File: config.mk
export PLATFORM = sky130hd
export DESIGN_NAME = vx_gfx_dcr_dispatch
export DESIGN_NICKNAME = d
export VERILOG_FILES = /design/src/rtl/vx_gfx_dcr_dispatch.sv
export SDC_FILE = /design/constraint.sdc
export NUM_CORES = 1
export LEC_CHECK = 0
export CAP_MARGIN = 30
export CELL_PAD_IN_SITES_DETAIL_PLACEMENT = 1
export CELL_PAD_IN_SITES_GLOBAL_PLACEMENT = 1
export CORE_UTILIZATION = 35
export CTS_CLUSTER_DIAMETER = 80
export CTS_CLUSTER_SIZE = 20
export DETAILED_ROUTE_END_ITERATION = 16
export PLACE_DENSITY = 0.67
export SKIP_LAST_GASP = 1
export SLEW_MARGIN = 40
export SYNTH_ARGS = -nofsm -noshare
export SYNTH_HDL_FRONTEND = slang
export SYNTH_SLANG_ARGS = --single-unit
File: constraint.sdc
create_clock -name clk -period 3.41 [get_ports clk]
set_input_delay 0.5115 -clock clk [delete_from_list [all_inputs] [get_ports clk]]
set_output_delay 0.5115 -clock clk [all_outputs]
set_load 0.05 [all_outputs]
File: src/rtl/vx_gfx_dcr_dispatch.sv
// DCR write dispatcher: decodes each write into one of NUM_GROUPS address windows,
// queues it in that group's FIFO, and supports a flush handshake (drain_req/drain_done).
module vx_gfx_dcr_dispatch #(
   parameter int NUM_GROUPS = 3,
   parameter int ADDR_BITS  = 12,
   parameter int DATA_BITS  = 32,
   parameter int FIFO_DEPTH = 4,
   parameter logic [NUM_GROUPS*ADDR_BITS-1:0] GROUP_BEGIN = {12'h020, 12'h010, 12'h000},
   parameter logic [NUM_GROUPS*ADDR_BITS-1:0] GROUP_END   = {12'h030, 12'h020, 12'h010}
) (
   input  logic                                          clk,
   input  logic                                          reset,
   input  logic                                          in_valid,
   input  logic [ADDR_BITS-1:0]                          in_addr,
   input  logic [DATA_BITS-1:0]                          in_data,
   output logic                                          in_ready,
   output logic [NUM_GROUPS-1:0]                         out_valid,
   output logic [NUM_GROUPS*ADDR_BITS-1:0]               out_addr,
   output logic [NUM_GROUPS*DATA_BITS-1:0]               out_data,
   input  logic [NUM_GROUPS-1:0]                         out_ready,
   input  logic                                          drain_req,
   output logic                                          drain_done,
   output logic [NUM_GROUPS*($clog2(FIFO_DEPTH)+1)-1:0]  pending,
   output logic [15:0]                                   drop_count
);

   localparam int PTR_W = $clog2(FIFO_DEPTH);
   localparam int CNT_W = PTR_W + 1;
   localparam int ENT_W = ADDR_BITS + DATA_BITS;

   typedef enum logic [1:0] {IDLE, DRAIN, DONE} state_t;

   function automatic logic [15:0] sat_inc16(input logic [15:0] v);
      return (v == 16'hFFFF) ? v : v + 16'd1;
   endfunction

   state_t                state;
   logic [NUM_GROUPS-1:0] sel_p0;
   logic [NUM_GROUPS-1:0] push_p0;
   logic [NUM_GROUPS-1:0] full;
   logic                  matched_p0;
   logic                  accept_p0;
   logic                  drop_p0;

   // Stage p0: window decode, lowest matching index wins
   always_comb begin
      sel_p0     = '0;
      matched_p0 = 1'b0;
      for (int i = 0; i < NUM_GROUPS; i++) begin
         if (!matched_p0 &&
             in_addr >= GROUP_BEGIN[i*ADDR_BITS +: ADDR_BITS] &&
             in_addr <  GROUP_END[i*ADDR_BITS +: ADDR_BITS]) begin
            sel_p0[i]  = 1'b1;
            matched_p0 = 1'b1;
         end
      end
   end

   // Unmatched writes are always accepted so they can be counted and dropped.
   assign in_ready  = reset && (state == IDLE) && !(|(sel_p0 & full));
   assign accept_p0 = in_valid && in_ready;
   assign push_p0   = accept_p0 ? sel_p0 : '0;
   assign drop_p0   = accept_p0 && !matched_p0;

   // Stage p1: per-group queues, head driven straight from storage
   for (genvar g = 0; g < NUM_GROUPS; g++) begin : g_grp
      logic [ENT_W-1:0] mem [FIFO_DEPTH];
      logic [PTR_W-1:0] wr_ptr;
      logic [PTR_W-1:0] rd_ptr;
      logic [CNT_W-1:0] count;
      logic             pop;

      assign full[g]      = (count == CNT_W'(FIFO_DEPTH));
      assign out_valid[g] = (count != '0);
      assign pop          = out_valid[g] && out_ready[g];

      always_ff @(posedge clk) begin
         if (push_p0[g]) mem[wr_ptr] <= {in_addr, in_data};
      end

      always_ff @(posedge clk or negedge reset) begin
         if (!reset) begin
            wr_ptr <= '0;
            rd_ptr <= '0;
            count  <= '0;
         end else begin
            if (push_p0[g]) wr_ptr <= wr_ptr + PTR_W'(1);
            if (pop)        rd_ptr <= rd_ptr + PTR_W'(1);
            case ({push_p0[g], pop})
               2'b10:   count <= count + CNT_W'(1);
               2'b01:   count <= count - CNT_W'(1);
               default: count <= count;
            endcase
         end
      end

      assign {out_addr[g*ADDR_BITS +: ADDR_BITS], out_data[g*DATA_BITS +: DATA_BITS]} =
         out_valid[g] ? mem[rd_ptr] : '0;
      assign pending[g*CNT_W +: CNT_W] = count;
   end

   always_ff @(posedge clk or negedge reset) begin
      if (!reset) begin
         state      <= IDLE;
         drain_done <= 1'b0;
         drop_count <= '0;
      end else begin
         drain_done <= 1'b0;
         if (drop_p0) drop_count <= sat_inc16(drop_count);
         case (state)
            IDLE:    if (drain_req) state <= DRAIN;
            DRAIN: begin
               if (!(|out_valid)) begin
                  state      <= DONE;
                  drain_done <= 1'b1;
               end
            end
            DONE:    state <= IDLE;
            default: state <= IDLE;
         endcase
      end
   end

endmodule
Yosys cells after proc, flatten, opt, wreduce, memory -nomap -nowiden:

Memory sizes are Yosys's and may differ from the RTL's.
Cells that the tools add are included.

* word-level logic and storage cells: 99
* ROM bits: 0
* latch bits: 0
* bits of input ports: 51
* output and inout bits: 162
* flip-flop bits (word level): 40
* bits in writable memories: 528
* memories kept: 3

Memory list
* g_grp[0].mem: depth 4, width 44, read ports 1, clocked after Yosys merged registers in 0, wr ports 1, line 67 `logic [ENT_W-1:0] mem [FIFO_DEPTH];`
* g_grp[1].mem: depth 4, width 44, read ports 1, clocked after Yosys merged registers in 0, wr ports 1, line 67
* g_grp[2].mem: depth 4, width 44, read ports 1, clocked after Yosys merged registers in 0, wr ports 1, line 67

* bitwise operators: 2
* $mul: 0
* muxes and demuxes: 23
* eq/ne operators: 13
* shift-type cells: 0
* div/mod/pow operators: 0
* add/subtract/negate cells: 13
* magnitude comparators: 6
* reductions and logical operators: 27

Operators by type and width (number)
* 44-bit 2-to-1 mux: 3
* 12-bit by 6-bit less-than comparator with 1-bit output (second input constant): 2
* 3-bit one-hot mux with 2 select lines: 3
* 16-bit by 1-bit adder with 16-bit output (second input constant): 1
* 16-bit equality test (second input constant): 1
* 1-bit 2-to-1 mux: 13
* 2-bit by 1-bit adder with 2-bit output (second input constant): 6
* 12-bit by 1-bit >= comparator with 1-bit output (second input constant): 1
* 12-bit by 5-bit >= comparator with 1-bit output (second input constant): 1
* 12-bit by 6-bit >= comparator with 1-bit output (second input constant): 1
* 1-bit logical AND: 12
* 12-bit by 5-bit less-than comparator with 1-bit output (second input constant): 1
* 3-bit by 1-bit adder with 3-bit output (second input constant): 3
* 3-bit equality test (second input constant): 3
* 3-bit nonzero test: 3
* 3-bit by 1-bit subtractor with 3-bit output (second input constant): 3
* 2-bit by 1-bit equality test with 1-bit output (second input constant): 4
* 2-bit equality test (second input constant): 3
* 2-bit nonzero test: 3
* 3-bit OR reduction: 2
* 1-bit logical NOT: 4
* 2-bit 2-to-1 mux: 2
* 2-bit != test (second input constant): 2
* 2-bit one-hot mux with 2 select lines: 1
* other kinds (5): 6

Longest topological paths before layout:

* word-level depth: 19
* mapped depth: 12
* depth with buffers taken out: 11

Worst setup path before layout:

Ideal clock, no wire load.

* kind: input port to flip-flop
* start: input port in_addr[9]
* end: memory g_grp[1].mem[0][0] (netlist name), enable pin
* slack: 38 ps
* stages: 6
* arrival time: 2967 ps
* library setup time: 406 ps
* buffers on the path: 1
* required time: 3004 ps
* cells stage by stage: or4_4 > or3_4 > nor3_2 > and3_2 > buf_2 > and2_1

* longest elaborated chain between the ends: 19
* elaborated cells between the ends (all ways): 25
* classes of those cells: 6 x order compare; 7 x mux; 1 x bitwise; 11 x reduce/logical

Ends and longest elaborated chain
* from (decl): line 14 `input logic [ADDR_BITS-1:0] in_addr,`
* 12-bit by 1-bit >= comparator with 1-bit output or 12-bit by 5-bit less-than comparator with 1-bit output (tied branches): line 51, 52
* 1-bit logical AND: line 51 `in_addr >= GROUP_BEGIN[i*ADDR_BITS +: ADDR_BITS] &&`
* 1-bit 2-to-1 mux: line 50 `if (!matched_p0 &&`
* 1-bit logical NOT: line 50
* 1-bit logical AND: line 50
* 1-bit logical AND: line 51
* 1-bit 2-to-1 mux: line 50
* 1-bit logical NOT: line 50
* [3 not listed]
* 3-bit bitwise AND: line 60 `assign in_ready = reset && (state == IDLE) && !(|(sel_p0 & full));`
* 3-bit OR reduction: line 60
* 1-bit logical NOT: line 60
* 1-bit logical AND: line 60
* 1-bit logical AND: line 61 `assign accept_p0 = in_valid && in_ready;`
* 3-bit 2-to-1 mux (*): line 62 `assign push_p0 = accept_p0 ? sel_p0 : '0;`
* 1-bit 2-to-1 mux (*): line 78 `if (push_p0[g]) mem[wr_ptr] <= {in_addr, in_data};`
* 1-bit 2-to-1 mux (implied by the code) (*): line 78
* to (decl): line 67

Mark *: on every way between the ends. The rest lies on a longest branch, timed or not.

Worst setup path in the final report:

* start: register g_grp[0].rd_ptr[0]
* end: output port out_data[1]

* longest elaborated chain between the ends: 2

Ends and longest elaborated chain
* from (decl): line 69 `logic [PTR_W-1:0] rd_ptr;`
* from (signal assigned): line 88 `if (pop) rd_ptr <= rd_ptr + PTR_W'(1);`
* memory 4 x 44 bit
* 44-bit 2-to-1 mux: line 98 `out_valid[g] ? mem[rd_ptr] : '0;`
* to (decl): line 19 `output logic [NUM_GROUPS*DATA_BITS-1:0] out_data,`

No other way between the ends.

==> impl_metrics.tcl <==
set metrics [dict create \
    die_h_um 253 \
    grt_overflow 0 \
    syn_area_um2 22000 \
    synth_most_common_cell "edfxtp_1" \
    crit_required_ns 2.90 \
    peakVddDrop_mv 0.529 \
    fin_skew_ns 0.0202 \
    synthToLayoutAreaGrowth_pct 22.2 \
    maxCapViolations 0 \
    async_flop_share_pct 7.04 \
    cp-start-kind "flip-flop" \
    grt_pass1_vias 11500 \
    fp-row-count 91 \
    r2r_slack_ns 0.87 \
    insertion_delay_ns 0.55 \
    grt_max_degree 41 \
    final_antenna_net_count 0 \
    leakage_nw 8.94 \
    synth_largest_area_cell "edfxtp_1" \
    io-pin-count 213 \
    fin_area_um2 26900 \
    fmax_mhz 297 \
    dieArea_um2 64000 \
    worstSetupPathType "flip-flop to output port" \
    yosysTopAreaCellShare_pct 71.9 \
    floorplan.initialDensity_pct 35.6 \
    synth_area_per_cell_um2 21.3 \
    cts_tree "built" \
    syn_nets 1104 \
    setup_tns_ns 0 \
    dr.pass1.iters 5 \
    ys_seq_area_share_pct 76.5 \
    synth_cells 1034 \
    slew_headroom_pct 53.8 \
    status "completed" \
    root_buffer "clkbuf_16" \
    r2r_end "g_grp[0].count[2]" \
    post-route-drc-count 0 \
    die_w_um 253 \
    wire_per_inst_um 24.7 \
    coreArea_um2 61900 \
    path_clk_slew_ns 0.08 \
    yosys-top-cells-count "edfxtp_1, and2_1, mux4_2, dfrtp_1, clkbuf_1" \
    reg2regPathDepth 9 \
    via_per_inst 4.96 \
    vias 10700 \
    grtUsageTotal_pct 16.8 \
    critical_path.max_fanout 13 \
    end_kind "output port" \
    first_iter_violations 864 \
    wl_um 53200 \
    yosysWarnings 0 \
    ys_ff_latch 568 \
    antenna_found_initial 8 \
    cts_buffers 35 \
    gp_congestion 0.747 \
    fin_crit_ns 3.37 \
    met2_length_um 25900 \
    drive_gt1_share_pct 20.6 \
    maxSlewViolCount 0 \
    power_density_nw_per_um2 840 \
    total_power_mw 22.6 \
    dp_hpwl_um 35800 \
    critPathArrivalTime_ns 2.85 \
    hold_violations 0 \
    nets 1370 \
    place_area_um2 25900 \
    r2r-start "g_grp[0].count[0]" \
    min_path_type "input port to asynchronous set/reset pin" \
    drt-met1-wl_um 23700 \
    met3_length_um 2650 \
    clock_path_buffers 3 \
    min_period_over_period_pct 98.7 \
    hold_buffers 0 \
    ys_types 37 \
    tightest_slew_ns 0.694 \
    synth_edf_count 528 \
    grt_pass1_wl_um 78100 \
    h-tree-depth 2 \
    synthFlopType "edfxtp_1" \
    setup_viol 0 \
    numPortBuffers 212 \
    synth_area_leaders "edfxtp_1, mux4_2, dfrtp_1" \
    clock-sinks 568 \
    routed.top_layer "met5" \
    rsz0062_at_grt "no" \
]
[metrics by stage]
| step | std cells | util [%] | setup WS (ns) | hold WS (ns) |
|---|---|---|---|---|
| after floorplan | 1034 | - | 0.0376 | 0.216 |
| after global placement | 2096 | 41.9 | 0.0711 | 0.466 |
| after detailed placement | 2096 | 41.9 | 0.0000704 | 0.488 |
| after CTS | 2155 | 43.4 | 0.00172 | 0.0383 |
| after global routing | 2155 | 43.5 | 0.000353 | 0.0922 |
| final | 2156 | 43.5 | 0.0440 | 0.0515 |
[cell families after synthesis]
group           after synthesis  synth area share [%]
xor+xnor                     32                  1.27
buf+inv                      65                  1.19
mux                         140                  13.9
flops                       568                  76.5
compound gates                6                 0.216
fa+ha+maj                    19                  1.18
simple gates                204                  5.79
[flip-flops by register name, summed over array words and instances, names as in the netlist]
name / cells
drain_done: 1
drop_count: 16
g_grp.count: 9
g_grp.mem: 528
g_grp.rd_ptr: 6
g_grp.wr_ptr: 6
state: 2
[what timing repair did]
action,4_1_cts,5_1_grt
buffers inserted,4,0
endpoints found under the setup margin,109,15
gates resized for setup,70,15
cloned,0,0
[cell type report]
class / instances / area (um^2)
antenna: 1 / 2.50
fill: 5927 / 35000
timing repair buffer: 276 / 2970
inverter: 18 / 67.6
sequential: 568 / 16900
tap: 837 / 1050
multi-input combinational: 401 / 4960
clock buffer: 51 / 946
clock inverter: 4 / 71.3
[routing by layer]
metal,vias up,GRT usage [%]
met5,-,0
met4,4,4.31
met3,52,2.56
met2,316,27.4
met1,5694,23.7
li1,4618,-
[report_power, final]
part / internal (mW) / switching, mW / leakage, nW
registers: 7.73 / 0.378 / 5.23
clock network: 2.03 / 2.19 / 0.489
logic: 3.70 / 6.60 / 3.21
[worst max-delay path, cell delays in order, from the launching register on]
cell	delay (ns)
dfrtp_4	0.60
buf_12	0.21
mux4_2	0.53
and2_1	0.22
clkdlybuf4s50_1	0.72
[how the worst max path moves through the flow]
| stage | from | endpoint | slack (ns) | cells after the start |
|---|---|---|---|---|
| 6_report | g_grp[0].rd_ptr[0] | out_data[1] | 0.04 | 4 |
| 2_1_floorplan | in_addr[9] | g_grp[1].mem[0][0] | 0.04 | 6 |
| 5_1_grt | g_grp[0].rd_ptr[0] | out_data[1] | 0.0004 | 4 |
| 3_5_place_dp | in_addr[7] | g_grp[0].count[2] | 0.00007 | 12 |
| 4_1_cts | g_grp[2].rd_ptr[0] | out_data[86] | 0.002 | 4 |
| 3_3_place_gp | in_addr[7] | g_grp[0].count[2] | 0.07 | 12 |
[placed cells by master, fill, tap and decap left out, types with 2 or more instances in the layout]
cell type and n:
and2_2 4, mux2i_1 4, nand3_1 7, buf_12 34, xnor2_1 22, nor3b_1 3, nand4_1 9, or3_2 2
inv_1 18, dlygate4sd2_1 69, clkdlybuf4s50_1 126, and2_1 136, fa_1 3, mux2_2 3, buf_4 32, mux4_2 132
and3_1 4, or3_4 2, o21ai_0 2, edfxtp_1 528, clkbuf_16 35, nand2b_1 2, ha_1 16, nor3_1 2
and2_4 8, dfrtp_1 34, nand2_1 11, dlymetal6s2s_1 14, xor2_1 10, dfrtp_4 5, nor2_1 7, clkbuf_1 15
No activity file was read; power rests on OpenSTA's default activity.
